--- src/rtl/midi_voice_allocator.sv ---
// midi_voice_allocator: assigns framed MIDI note events to a bank of shared
// voices, stealing the least-recently-allocated voice when the bank is full
// and holding its gate low long enough for the envelope to retrigger.
module midi_voice_allocator #(
  parameter int NUM_VOICES       = 8,
  parameter int RETRIGGER_CYCLES = 1024,
  parameter int OMNI             = 1,
  parameter int CHANNEL          = 0
) (
  input  logic                      clk,
  input  logic                      rst,
  input  logic                      midi_event_valid,
  input  logic [7:0]                midi_command,
  input  logic [7:0]                midi_parameter_1,
  input  logic [7:0]                midi_parameter_2,
  output logic                      midi_data_ack,
  output logic [NUM_VOICES-1:0]     voice_gate,
  output logic [7*NUM_VOICES-1:0]   voice_note,
  output logic                      busy
);

  localparam int VW = $clog2(NUM_VOICES);
  localparam int CW = (RETRIGGER_CYCLES > 1) ? $clog2(RETRIGGER_CYCLES) : 1;
  localparam logic [CW-1:0] CNT_LOAD = CW'(RETRIGGER_CYCLES - 1);
  localparam logic [3:0] CH = 4'(CHANNEL);

  typedef enum logic [2:0] {IDLE, DECIDE, RETRIG, ACK, WAIT} state_t;

  state_t                    state_q, state_d;
  logic [7:0]                cmd_q, p1_q, p2_q;
  logic [NUM_VOICES-1:0]     gate_q, gate_d;
  logic [7*NUM_VOICES-1:0]   note_q, note_d;
  logic [8*NUM_VOICES-1:0]   age_q, age_d;
  logic [VW-1:0]             tgt_q, tgt_d;
  logic [CW-1:0]             cnt_q, cnt_d;

  logic                      chan_ok, is_on, is_off, is_ano;
  logic [6:0]                ev_note;
  logic                      match_found, free_found;
  logic [VW-1:0]             match_idx, free_idx, old_idx, alloc_idx;
  logic [7:0]                old_age;

  function automatic logic [7:0] sat_inc(input logic [7:0] a);
    return (a == 8'hFF) ? a : a + 8'd1;
  endfunction

  assign chan_ok = (OMNI != 0) || (cmd_q[3:0] == CH);
  assign is_on   = (cmd_q[7:4] == 4'h9) && (p2_q != 8'd0);
  assign is_off  = (cmd_q[7:4] == 4'h8) || ((cmd_q[7:4] == 4'h9) && (p2_q == 8'd0));
  assign is_ano  = (cmd_q[7:4] == 4'hB) && (p1_q == 8'd123);
  assign ev_note = p1_q[6:0];

  // Locate a held voice with the same note, the lowest free voice and the oldest voice.
  always_comb begin
    match_found = 1'b0;
    match_idx   = '0;
    free_found  = 1'b0;
    free_idx    = '0;
    for (int v = NUM_VOICES - 1; v >= 0; v--) begin
      if (gate_q[v] && (note_q[7*v +: 7] == ev_note)) begin
        match_found = 1'b1;
        match_idx   = VW'(v);
      end
      if (!gate_q[v]) begin
        free_found = 1'b1;
        free_idx   = VW'(v);
      end
    end
    old_idx = '0;
    old_age = age_q[7:0];
    for (int v = 1; v < NUM_VOICES; v++) begin
      if (age_q[8*v +: 8] > old_age) begin
        old_age = age_q[8*v +: 8];
        old_idx = VW'(v);
      end
    end
    alloc_idx = match_found ? match_idx : (free_found ? free_idx : old_idx);
  end

  // Next-state, voice updates and handshake outputs.
  always_comb begin
    state_d       = state_q;
    gate_d        = gate_q;
    note_d        = note_q;
    age_d         = age_q;
    tgt_d         = tgt_q;
    cnt_d         = cnt_q;
    midi_data_ack = 1'b0;
    case (state_q)
      IDLE: if (midi_event_valid) state_d = DECIDE;
      DECIDE: begin
        state_d = ACK;
        if (chan_ok && is_on) begin
          for (int v = 0; v < NUM_VOICES; v++) begin
            age_d[8*v +: 8] = (VW'(v) == alloc_idx) ? 8'd0 : sat_inc(age_q[8*v +: 8]);
          end
          tgt_d = alloc_idx;
          for (int v = 0; v < NUM_VOICES; v++) begin
            if (VW'(v) == alloc_idx) begin
              if (!match_found && free_found) begin
                gate_d[v]        = 1'b1;
                note_d[7*v +: 7] = ev_note;
              end else begin
                gate_d[v] = 1'b0;
              end
            end
          end
          if (match_found || !free_found) begin
            cnt_d   = CNT_LOAD;
            state_d = RETRIG;
          end
        end else if (chan_ok && is_off) begin
          for (int v = 0; v < NUM_VOICES; v++) begin
            if (gate_q[v] && (note_q[7*v +: 7] == ev_note)) gate_d[v] = 1'b0;
          end
        end else if (chan_ok && is_ano) begin
          gate_d = '0;
        end
      end
      RETRIG: begin
        if (cnt_q == '0) begin
          for (int v = 0; v < NUM_VOICES; v++) begin
            if (VW'(v) == tgt_q) begin
              gate_d[v]        = 1'b1;
              note_d[7*v +: 7] = ev_note;
            end
          end
          state_d = ACK;
        end else begin
          cnt_d = cnt_q - 1'b1;
        end
      end
      ACK: begin
        midi_data_ack = 1'b1;
        state_d       = WAIT;
      end
      WAIT: if (!midi_event_valid) state_d = IDLE;
      default: state_d = IDLE;
    endcase
  end

  // State, event capture and voice registers with synchronous reset.
  always_ff @(posedge clk) begin
    if (rst) begin
      state_q <= IDLE;
      cmd_q   <= '0;
      p1_q    <= '0;
      p2_q    <= '0;
      gate_q  <= '0;
      note_q  <= '0;
      age_q   <= '0;
      tgt_q   <= '0;
      cnt_q   <= '0;
    end else begin
      state_q <= state_d;
      gate_q  <= gate_d;
      note_q  <= note_d;
      age_q   <= age_d;
      tgt_q   <= tgt_d;
      cnt_q   <= cnt_d;
      if (state_q == IDLE && midi_event_valid) begin
        cmd_q <= midi_command;
        p1_q  <= midi_parameter_1;
        p2_q  <= midi_parameter_2;
      end
    end
  end

  assign voice_gate = gate_q;
  assign voice_note = note_q;
  assign busy       = (state_q != IDLE);

endmodule

--- config.mk ---
export PLATFORM = sky130hd
export DESIGN_NAME = midi_voice_allocator
export DESIGN_NICKNAME = d
export VERILOG_FILES = /design/src/rtl/midi_voice_allocator.sv
export SDC_FILE = /design/constraint.sdc
export NUM_CORES = 1
export LEC_CHECK = 0
export CORE_UTILIZATION = 59
export CTS_BUF_LIST = sky130_fd_sc_hd__clkbuf_8
export DETAILED_ROUTE_END_ITERATION = 10
export PLACE_DENSITY = 0.81
export SLEW_MARGIN = 20
export SYNTH_ARGS = -nofsm -noshare
export SYNTH_HDL_FRONTEND = slang
export SYNTH_SLANG_ARGS = --single-unit
--- constraint.sdc ---
create_clock -name clk -period 19.25 [get_ports clk]
set_input_delay 3.85 -clock clk [delete_from_list [all_inputs] [get_ports clk]]
set_output_delay 3.85 -clock clk [all_outputs]
set_load 0.05 [all_outputs]
## Word level (Yosys, flattened, before mapping)

Cells that the tools add are included.

- Logic and storage cells: 308
- Register bits: 168
- Bits of input ports: 27

- Multiplexer cells: 124
- Eq/ne operators: 86
- Reductions and logical operators: 52
- Order comparisons: 7
- Add/sub/neg operators: 9

Operators by type and width:

| cell | count |
|---|---|
| 8-bit two-way mux | 26 |
| 7-bit two-way mux | 17 |
| 56-bit two-way mux | 2 |
| 56-bit case mux with 2 select lines | 1 |
| 6-bit AND reduction | 16 |
| 3-bit two-way mux | 27 |
| 8-bit by 1-bit adder with 8-bit output, second input constant | 8 |
| 8-bit == test, second input constant | 8 |
| 2-bit != test, second input constant | 29 |
| 7-bit == test | 8 |
| 8-bit greater-than comparator | 7 |
| 1-bit two-way mux | 45 |
| 4-bit != test, second input constant | 9 |
| 10-bit two-way mux | 3 |
| 3-bit AND reduction | 9 |
| 3-bit == test, first input constant | 8 |
| 3-bit != test, second input constant | 8 |
| 10-bit case mux with 2 select lines | 1 |
| 8-bit case mux with 2 select lines | 1 |
| 3-bit case mux with 5 select lines | 1 |
| 1-bit logical AND | 13 |
| 2-bit by 3-bit == test with 1-bit output, first input constant | 4 |
| 4-bit == test, second input constant | 3 |
| 10-bit zero test | 1 |
| 16 further kinds | 23 |

## Longest topological paths before layout

Gate-level depths: netlist of run 1.

- Depth in word-level cells: 20
- Gate-level depth with buffers: 78
- Mapped depth without buffers: 73

## Least setup slack after synthesis of run 1

No wires, ideal clock.

- Kind: register to register
- Start point: reg age_q[7]
- End point: reg note_q[35] (netlist: voice_note[35])
- Path buffers: 5
- Setup slack: 5.350 ns
- Stages on the path, launching flop included: 76
- Data arrival time: 13.771 ns
- Cell sequence: dfxtp_1 -> inv_1 -> ha_1 -> and4_1 -> a21boi_1 -> o21ai_1 -> mux2i_1 -> ha_1 -> a21oi_1 -> o21ai_0 -> a211o_1 -> o31a_1 -> nand3_1 -> clkbuf_1 -> nor2_1 -> a21oi_1 -> inv_1 -> ha_1 -> (+40 left out) -> nor2_1 -> a21o_1 -> ha_1 -> nor2b_1 -> o21a_1 -> o21ai_0 -> nand2b_1 -> a21oi_1 -> o21ai_0 -> a22oi_1 -> o211ai_1 -> and2_1 -> a41oi_1 -> a21boi_2 -> nand3_2 -> a221o_1 -> buf_2 -> mux2i_1

- Cells in the longest elaborated chain, start to end: 19
- Elaborated cells on any way between the ends: 25
- Those cells by class: 7 x order compare; 2 x eq/ne; 15 x mux; 1 x reduce/logical

RTL lines:

| what | line | RTL |
|---|---|---|
| start, declared | 33 | `logic [8*NUM_VOICES-1:0] age_q, age_d;` |
| start signal, assigned | 158 | `age_q <= age_d;` |
| 8-bit greater-than comparator | 72 | `if (age_q[8*v +: 8] > old_age) begin` |
| 8-bit two-way mux | 72 |  |
| 8-bit greater-than comparator | 72 |  |
| 8-bit two-way mux | 72 |  |
| 8-bit greater-than comparator | 72 |  |
| 8-bit two-way mux | 72 |  |
| 8-bit greater-than comparator | 72 |  |
| 8-bit two-way mux | 72 |  |
| (+2 left out) | - |  |
| 8-bit greater-than comparator | 72 |  |
| 8-bit two-way mux | 72 |  |
| 8-bit greater-than comparator | 72 |  |
| 3-bit two-way mux (*) | 72 |  |
| 3-bit two-way mux (*) (2 in a row) | 77 | `alloc_idx = match_found ? match_idx : (free_found ? free_idx : old_idx);` |
| 3-bit == test (*) | 99 | `if (VW'(v) == alloc_idx) begin` |
| 2-bit != test (no source line) (*) | - |  |
| 6-bit AND reduction (no source line) (*) | - |  |
| end signal, assigned | 157 | `note_q <= note_d;` |
| end, declared | 32 | `logic [7*NUM_VOICES-1:0] note_q, note_d;` |

Mark *: on every way between the ends. The rest lies on a longest branch, timed or not.
A chain may end at the register's enable or synchronous reset.

## Worst setup path in the final report of run 1

- Start point: reg age_q[7]
- End point: reg age_q[21]

- Cells in the longest elaborated chain, start to end: 19
- Elaborated cells on any way between the ends: 26
- Those cells by class: 7 x order compare; 2 x eq/ne; 16 x mux; 1 x reduce/logical

RTL lines:

| what | line | RTL |
|---|---|---|
| 8-bit greater-than comparator | 72 |  |
| 8-bit two-way mux | 72 |  |
| 8-bit greater-than comparator | 72 |  |
| 8-bit two-way mux | 72 |  |
| 8-bit greater-than comparator | 72 |  |
| 8-bit two-way mux | 72 |  |
| 8-bit greater-than comparator | 72 |  |
| 8-bit two-way mux | 72 |  |
| (+2 left out) | - |  |
| 8-bit greater-than comparator | 72 |  |
| 8-bit two-way mux | 72 |  |
| 8-bit greater-than comparator | 72 |  |
| 3-bit two-way mux (*) | 72 |  |
| 3-bit two-way mux (*) (2 in a row) | 77 |  |
| 2-bit by 3-bit == test with 1-bit output (*) | 95 | `age_d[8*v +: 8] = (VW'(v) == alloc_idx) ? 8'd0 : sat_inc(age_q[8*v +: 8]);` |
| 2-bit != test (no source line) | - |  |
| 3-bit AND reduction (no source line) | - |  |

Marked as above.

==> flow_summary_export.csv, run 1 <==
group,metric,value,unit
outcome,status,"complete, no violations",
timing,slew_viol_final,0,
global_routing,grt_pass1_wl,44.9,mm
clocking,cts_tree,"yes",
finish,utilization,68.6,%
clocking,cts.sinks,164,
synthesis,syn_avg_cell_area,8.18,um^2
synthesis,yosys_warnings,0,
global_routing,antenna_found_initial,0,
synthesis,syn-cell-area,10700,um^2
synthesis,ys.flop_type,"dfxtp_1",
power,total_power,2.41,mW
worst_setup_path,arrival,17.12,ns
route,drcViolationCount,0,
clocking,cts_resized,0,
route,viasPerCell,6.22,
clocking,cts_max_path_buffers,2,
power,p_comb_share,72.7,%
route,first_pass_iters,7,
worst_setup_path,crit_top_cell,"a21oi_1",
power,vdd_drop_max,194,uV
min_path,hold_start,"p2_q[2]$_SDFFE_PP0P_",
run,cap_viol_max_count,0,
timing,final.min_clock_period,16.69,ns
timing,period_share,86.7,%
min_path,hold_path.class,"register to register",
synthesis,yosysSeqAreaShare,30.8,%
synthesis,yosysUniqueCellTypes,80,
clocking,clk-insertion-delay-late,0.49,ns
route,ant_nets,0,
synthesis,syn-num-nets,1391,
clocking,cts_buffers,17,
worst_setup_path,end_kind,"register",
synthesis,synth_area_leader_cell,"dfxtp_1",
floorplan,die_w,136,um
timing,max_freq,59.9,MHz
power,total_leakage_power,4.69,nW
clocking,h-tree-depth,4,
global_routing,overflow,0,
placement,hpwl,20.1,mm
floorplan,core_area,17500,um^2
global_routing,grt_start_max_net_pins,79,
floorplan,die_y,136,um
timing,fin_tns_setup,0,ns
worst_setup_path,rr_startpoint,"age_q[7]$_SDFFE_PP0P_",
timing,setup_viol,0,
finish,drive_gt1_share,5.96,%
placement,gp_congestion,0.911,
clocking,cts_setup_buffers,0,
floorplan,start_util,61.0,%
floorplan,ios,93,
worst_setup_path,critPathSlowestCell,"o21ai_1",
synthesis,synth-edff-count,0,
synthesis,synth_top_area_share,30.8,%
clocking,cts_root_buffer,"clkbuf_8",
floorplan,dieArea,18600,um^2
placement,io_buffers,88,
finish,finalInstanceArea,12000,um^2
synthesis,synth_seq_cells,164,
worst_setup_path,critPathMaxStageDelay,0.80,ns
route,wl_per_cell,17.6,um
timing,finalHoldViolCount,0,
global_routing,grt_usage,30.4,%
power,switchingPower,1.26,mW
global_routing,grt_pass1_vias,9083,
power,p_clk_share,10.9,%
timing,rsz0062_at_grt,"no",
power,p_seq_share,16.4,%
floorplan,num_rows,48,
synthesis,synth_area_leaders,"dfxtp_1, ha_1, mux2i_1",
placement,placed_cell_area,11600,um^2
worst_setup_path,start_kind,"register",
route,drtIter0Drc,628,
worst_setup_path,worstSetupPathType,"register to register",
power,internal_power,1.15,mW
finish,final_nets,1434,
synthesis,syn_inst,1303,
timing,fin_skew,0.0266,ns
power,netSwitchingFraction,52.3,%
worst_setup_path,cp_max_fo,17,
timing,tightest_slew,0.962,ns
placement,post-place-ws,2.83,ns
clocking,ctsHoldBuffers,0,
worst_setup_path,crit_path_start,"age_q[7]$_SDFFE_PP0P_",
finish,diodes,0,
finish,n_fill_cell,1439,
timing,fin_ws,2.56,ns
power,power.density,201,nW/um^2
timing,relSlewSlack,35.5,%
clocking,clk_pin_slew,0.11,ns
worst_setup_path,crit_required,19.68,ns
synthesis,synthArstFlopShare,0,%
route,num_vias,9855,
finish,area_delta_synth_final,12.5,%
route,finalWirelength,27.9,mm
## critical path: cells and delay by family, from the launching register on
family          cells  cell delay (ns)
simple gates       20             4.11
mux                 3             1.01
fa+ha+maj           7             2.06
flops               1             0.38
buf+inv             4             0.35
compound gates     37             8.72
## Yosys cell counts, drive strengths merged, types with 21 or more instances
cell type	instances
nor2	82
nand2b	74
o21ai	51
ha	61
nand4	44
clkbuf	38
xnor2	72
and3	27
a21o	21
dfxtp	164
buf	29
nand3	55
mux2i	73
inv	64
a21oi	110
nand2	109
## cell families after synthesis
kind of cell	share of synthesized area, %
DFF	30.8
AOI/OAI and AO/OA	17.9
xor gates and xnor gates	7.40
adders and majority gates	7.16
and+or+nand+nor	23.5
muxes	8.37
buffers and inverters	4.90
## flip-flops by register name (all words and copies together), names as in the netlist
name	flops
p2_q	8
state_q	3
age_q	64
tgt_q	3
voice_gate	8
voice_note	56
cnt_q	10
p1_q	8
cmd_q	4
## worst paths after layout
kind,to,slack (ns),cells after the start
max,age_q[21]$_SDFFE_PP0P_,2.56,71
min,p2_q[2]$_SDFFE_PP0P_,0.46,2
max reg2reg,age_q[21]$_SDFFE_PP0P_,2.56,71
min reg2reg,p2_q[2]$_SDFFE_PP0P_,0.46,2
## through the flow
step / std cells / hold slack (ns)
global placement: 1552 / 0.445
floorplan: 1303 / 0.436
global route: 1584 / 0.484
detailed placement: 1552 / 0.448
CTS: 1584 / 0.464
finish: 1584 / 0.463
## per-layer routing
layer	global-route usage [%]	wire (um)	vias to the layer above	share of wire, %
met3	6.11	2140	59	7.7
met1	38.1	11800	4652	42
met5	0	0	-	0
li1	-	-	4740	-
met4	9.63	605	0	2.2
met2	52.0	13400	404	48
## layout by cell type (no fill, tap or decap), types with 49 or more instances in the layout
cell	Yosys	routed
nor2_1	82	82
nand2_1	109	109
a21oi_1	109	109
nand2b_1	74	74
dfxtp_1	164	164
mux2i_1	73	73
clkdlybuf4s50_1	0	87
o21ai_0	49	49
xnor2_1	72	72
ha_1	61	61
nand3_1	50	50
inv_1	64	64
## power by group through the flow
stage                     combinational (mW)  sequential (mW)  clock, mW
final                                   1.75            0.396      0.262
after global routing                    1.91            0.398      0.278
after CTS                               1.74            0.394      0.265
after detailed placement                1.73            0.401          0
after global placement                  1.68            0.400          0
after floorplan                         1.38            0.414          0
## area by class of cell
cell class                      instances  area (um^2)  share of cell area (%)
Multi-Input combinational cell       1008         6850                    57.1
Clock inverter                         14          185                    1.54
Timing Repair Buffer                   91          901                    7.51
Clock buffer                           18          248                    2.07
Tap cell                              225          282                    2.35
Sequential cell                       164         3280                    27.4
Inverter                               64          240                    2.00
Note: power is estimated with default switching activity, not from simulation.
==> run 2: changes to the inputs <==
SLEW_MARGIN = 5   (was 20)
==> results of run 2 <==
Same layout as run 1: the final DEF is identical, and so are final timing and power.
